## config.mk

```make
export PLATFORM = sky130hd
export DESIGN_NAME = spi_ram_burst
export DESIGN_NICKNAME = d
export VERILOG_FILES = /design/src/rtl/spi_ram_burst.sv
export SDC_FILE = /design/constraint.sdc
export NUM_CORES = 2
export LEC_CHECK = 0
export ABC_AREA = 1
export CAP_MARGIN = 10
export CORE_MARGIN = 3
export CORE_UTILIZATION = 30
export DETAILED_ROUTE_END_ITERATION = 8
export PLACE_DENSITY = 0.47
export REMOVE_ABC_BUFFERS = 1
export SYNTH_ARGS = -nofsm -noshare
export SYNTH_HDL_FRONTEND = slang
export SYNTH_SLANG_ARGS = --single-unit
```

## constraint.sdc

```tcl
create_clock -name clk -period 4.5 [get_ports clk]
set_input_delay 0.9 -clock clk [delete_from_list [all_inputs] [get_ports clk]]
set_output_delay 0.9 -clock clk [all_outputs]
set_load 0.05 [all_outputs]
```

## src/rtl/spi_ram_burst.sv

```systemverilog
// Command-decoded single-port RAM fed by the SPI slave receive stream.
// Address/data commands arm write or read paths; optional burst post-increment.
module spi_ram_burst #(
  parameter int ADDR_WIDTH = 8,
  parameter int DATA_WIDTH = 8,
  parameter int AUTO_INC   = 1
) (
  input  logic                  clk,
  input  logic                  rst_n,
  input  logic [DATA_WIDTH+1:0] din,
  input  logic                  rx_valid,
  output logic [DATA_WIDTH-1:0] dout,
  output logic                  tx_valid,
  output logic                  cmd_err
);

  localparam int DEPTH = 2 ** ADDR_WIDTH;

  typedef enum logic [1:0] {
    IDLE,
    WR_ARMED,
    RD_ARMED
  } state_t;

  typedef enum logic [1:0] {
    CMD_WR_ADDR = 2'b00,
    CMD_WR_DATA = 2'b01,
    CMD_RD_ADDR = 2'b10,
    CMD_RD_DATA = 2'b11
  } cmd_t;

  state_t                r_state;
  state_t                w_next_state;
  cmd_t                  w_cmd;
  logic [ADDR_WIDTH-1:0] r_wr_addr;
  logic [ADDR_WIDTH-1:0] r_rd_addr;
  logic [DATA_WIDTH-1:0] r_dout;
  logic                  r_tx_valid;
  logic                  r_cmd_err;
  logic                  w_ld_wr;
  logic                  w_ld_rd;
  logic                  w_we;
  logic                  w_re;
  logic                  w_err;

  logic [DATA_WIDTH-1:0] r_mem [DEPTH];

  assign w_cmd = cmd_t'(din[DATA_WIDTH+1:DATA_WIDTH]);

  always_comb begin
    w_next_state = r_state;
    w_ld_wr      = 1'b0;
    w_ld_rd      = 1'b0;
    w_we         = 1'b0;
    w_re         = 1'b0;
    w_err        = 1'b0;
    if (rx_valid) begin
      unique case (r_state)
        IDLE: begin
          unique case (w_cmd)
            CMD_WR_ADDR: begin
              w_ld_wr      = 1'b1;
              w_next_state = WR_ARMED;
            end
            CMD_RD_ADDR: begin
              w_ld_rd      = 1'b1;
              w_next_state = RD_ARMED;
            end
            default: w_err = 1'b1;
          endcase
        end
        WR_ARMED: begin
          unique case (w_cmd)
            CMD_WR_DATA: begin
              w_we = 1'b1;
              if (AUTO_INC == 0) w_next_state = IDLE;
            end
            CMD_WR_ADDR: w_ld_wr = 1'b1;
            CMD_RD_ADDR: begin
              w_ld_rd      = 1'b1;
              w_next_state = RD_ARMED;
            end
            default: w_err = 1'b1;
          endcase
        end
        RD_ARMED: begin
          unique case (w_cmd)
            CMD_RD_DATA: begin
              w_re = 1'b1;
              if (AUTO_INC == 0) w_next_state = IDLE;
            end
            CMD_RD_ADDR: w_ld_rd = 1'b1;
            CMD_WR_ADDR: begin
              w_ld_wr      = 1'b1;
              w_next_state = WR_ARMED;
            end
            default: w_err = 1'b1;
          endcase
        end
        default: w_next_state = IDLE;
      endcase
    end
  end

  always_ff @(posedge clk or negedge rst_n) begin
    if (!rst_n) begin
      r_state    <= IDLE;
      r_wr_addr  <= '0;
      r_rd_addr  <= '0;
      r_dout     <= '0;
      r_tx_valid <= 1'b0;
      r_cmd_err  <= 1'b0;
    end else begin
      r_state    <= w_next_state;
      r_tx_valid <= w_re;
      r_cmd_err  <= w_err;
      if (w_ld_wr)
        r_wr_addr <= din[ADDR_WIDTH-1:0];
      else if (w_we && AUTO_INC != 0)
        r_wr_addr <= r_wr_addr + 1'b1;
      if (w_ld_rd)
        r_rd_addr <= din[ADDR_WIDTH-1:0];
      else if (w_re && AUTO_INC != 0)
        r_rd_addr <= r_rd_addr + 1'b1;
      if (w_re)
        r_dout <= r_mem[r_rd_addr];
    end
  end

  // Storage has no reset so contents survive rst_n.
  always_ff @(posedge clk) begin
    if (w_we) r_mem[r_wr_addr] <= din[DATA_WIDTH-1:0];
  end

  assign dout     = r_dout;
  assign tx_valid = r_tx_valid;
  assign cmd_err  = r_cmd_err;

endmodule

```

==> impl_results.md <==
- Outcome: completed
- WHS: 0.184 ns
- Xor-xnor portion of the synthesized cell area: 0.0712%
- Power share of the clock group: 30.4%
- Hold Vio Cnt, Final: 0
- Slew @ Worst Pin: 1.42 ns
- Power share of the sequential group: 36.1%
- GRT Overall Usage: 18.2%
- Die width: 542 µm
- Post-DR vias/cell: 4.92
- Clk root buf: clkbuf_16
- 1st-pass router iterations: 8
- Worst-path clk slew: 0.06 ns
- CTS tree: built
- Vias in the first global route: 57170
- Hpwl dp: 164 mm
- Static leakage: 36.1 nW
- Maximum clock path buffer count: 3
- Final Instance Count excl. Fillers: 11711
- Logic pwr share: 33.5%
- Synth cell types: 30
- Hold Crit Class: in -> async
- Internal: 37.1 mW
- Initial antenna violation count: 6
- Seq/Total Area, Yosys: 72.3%
- IO Port Bufs: 22
- P per Cell Area: 606 nW/µm²
- Final net count: 7773
- Post-route setup slack: 0.983 ns
- Worst-Skew Late Latency: 0.87 ns
- Max FO, Critical Path: 103
- Routed WL per cell: 23.3 µm
- Most common cell in the netlist: nand2_1
- DR iter-0 viols: 6012
- Post-layout util: 34.9%
- Worst relative slew slack: 5.10%
- Critical Path End Type: flip-flop
- Largest family of logic cells by synthesized area: simple AND/OR/NAND/NOR gates
- Global-route wire length before repair: 397 mm
- Syn_area_per_cell: 11.3 µm²
- Area growth from synthesis to layout: 15.7%
- Post-synthesis mux area share: 0%
- # DRC: 0
- Post-synth top area share: 71.4%
- Synth top cells by count: nand2_1, edfxtp_1, nand3_1
- Main flop type after synthesis: edfxtp_1
- Cells resized by post-CTS repair: 0
- Overflow after GRT: 0
- # Post-CTS Setup Buffers: 0
- Asr flop ratio synth: 1.35%
- RSZ-0062 raised after global routing: false
- Clock skew: 0.0400 ns
- Worst-path cell chain: inv_16, buf_12, nand2_1, nand3_1, nand3_1, nand3_1, nand2_1, nand2_1, nand2_1, nor2_1, nand2_1, nand3_1, nand2_1, nand2_1, nand2_1
- Place WS: 0.677 ns
- Tmin final: 3.52 ns
- Yosys warning count: 0
- WP data arrival: 4.27 ns
- H-tree levels: 4
- Register area: 62200 µm²
- CP peak stage delay: 0.69 ns
- Initial Util: 30.2%
- Most area-hungry cell type in the Yosys netlist: edfxtp_1
- Final setup fails: 0
- Syn Inst Count: 7607
- TritonCTS buffer count: 222
- Die area: 293000 µm²
- Share of cells above drive strength 1: 9.31%
- Final Max Slew Viols: 0
- Final-layout fill cell count: 28230
- Reg2Reg Depth: 15
- Std-Cell Rows: 196
- Vias after detailed routing: 57658
- Period Utilization, post-route: 78.1%
- Antenna-violating nets left: 0
- Total power: 60.3 mW
- Critical path class: reg -> reg
- Post-synthesis cell area: 86100 µm²
- Switching Share: 38.6%
- Hold Buf Count CTS: 0
- CP delay by family, top: simple AND/OR/NAND/NOR gates
- #FFs+latches synth: 2076
- F_max: 284 MHz
- Sw Pwr: 23.3 mW
- Post-synthesis adder-cell area fraction: 0.0727%
- Clock sink count: 2076
- Cells after DPL: 11293
- Crit. path cell count: 15
- Multi-input logic area: 20300 µm²
- Chip height: 542 µm
- Pin count of the biggest net entering global routing: 222
- Number of synthesized flops with an enable pin: 2048
- Post-synthesis compound-gate area fraction: 2.16%
- Routed WL: 273 mm
- CP most frequent cell: nand2_1
- VDD IR max: 0.815 mV
- Slowest-stage cell, CP: dfrtp_4
- I/O Pins: 23
- RePlAce Congestion: 0.869
- Core ar.: 285000 µm²
- Max-cap viol count: 0
- Top cells by area, synth: edfxtp_1, nand2_1, nand3_1
- Worst Path Required: 5.25 ns
- Post-Synth Simple-Gate Area: 21.2%
- Crit path launch type: flip-flop
- Crit path buf inv count: 2
==> final timing paths <==
path	start	end	slack, ns
max in group asynchronous	rst_n	r_rd_addr[2]	3.52
min in group clk	din[3]	r_mem[194][3]	0.50
worst min register to register	dout[2]	dout[2]	0.50
worst max register to register	r_rd_addr[0]	dout[3]	0.98
worst max-delay path	r_rd_addr[0]	dout[3]	0.98
worst min-delay path	rst_n	tx_valid	0.18
==> layout make-up <==
| type | instances | area share (%) |
|---|---|---|
| Inverter | 317 | 1.23 |
| Clock buffer | 278 | 5.84 |
| Tap cell | 3762 | 4.73 |
| Clock inverter | 139 | 1.49 |
| Multi-Input combinational cell | 4736 | 20.4 |
| Sequential cell | 2076 | 62.5 |
| Timing Repair Buffer | 402 | 3.82 |
| Antenna cell | 1 | 0.00251 |
==> stage by stage <==
| stage | setup TNS, ns | area, µm² |
|---|---|---|
| after floorplan | -480.85 | 83700 |
| after global placement | 0 | 92300 |
| after detailed placement | 0 | 92300 |
| after CTS | 0 | 99600 |
| after global routing | 0 | 99600 |
| final | 0 | 99600 |
==> power groups by stage <==
| stage | sequential [mW] | clock, mW | combinational, mW |
|---|---|---|---|
| after global placement | 22.2 | 0 | 20.3 |
| after floorplan | 22.8 | 0 | 7.13 |
| after CTS | 21.8 | 18.7 | 20.3 |
| final | 21.8 | 18.4 | 20.2 |
| after detailed placement | 22.2 | 0 | 20.2 |
| after global routing | 21.8 | 19.5 | 22.0 |
==> metal layers <==
metal	share of wire, %	global-route usage [%]
met1	45	25.5
met2	47	29.4
met3	5.7	2.52
met4	2.8	5.13
met5	0	0
==> logic make-up (layout without fill, tap and decap cells) <==
family          count (synthesis)  after routing
compound gates                329            329
other cells                     0              1
simple gates                 4395           4395
fa+ha+maj                       5              5
flops                        2076           2076
xor+xnor                        7              7
buf+inv                       795           1136
==> flip-flops by register name, indices dropped and copies added, names as in the netlist <==
name / flops
r_mem: 2048
dout: 8
r_rd_addr: 8
r_wr_addr: 8
r_state: 2
cmd_err: 1
tx_valid: 1
==> layout by cell type, fill, tap and decap left out, types with 2 or more instances in the layout <==
| master | count |
|---|---|
| a21oi_1 | 38 |
| buf_12 | 56 |
| buf_4 | 324 |
| buf_8 | 8 |
| bufinv_16 | 24 |
| clkbuf_1 | 52 |
| clkbuf_16 | 223 |
| clkbuf_8 | 3 |
| clkdlybuf4s50_1 | 13 |
| clkinv_1 | 47 |
| clkinv_16 | 5 |
| clkinv_2 | 44 |
| clkinv_4 | 3 |
| clkinv_8 | 4 |
| clkinvlp_4 | 8 |
| dfrtp_1 | 23 |
| dfrtp_4 | 4 |
| edfxtp_1 | 2048 |
| ha_1 | 5 |
| inv_1 | 308 |
| inv_16 | 2 |
| inv_6 | 7 |
| inv_8 | 3 |
| nand2_1 | 2277 |
| nand2_2 | 16 |
| nand3_1 | 1411 |
| nor2_1 | 684 |
| nor3_1 | 3 |
| o211ai_1 | 71 |
| o21ai_0 | 196 |
| o21ai_1 | 15 |
| o221ai_1 | 7 |
| xor2_1 | 6 |
No activity file was read; power rests on OpenSTA's default activity.
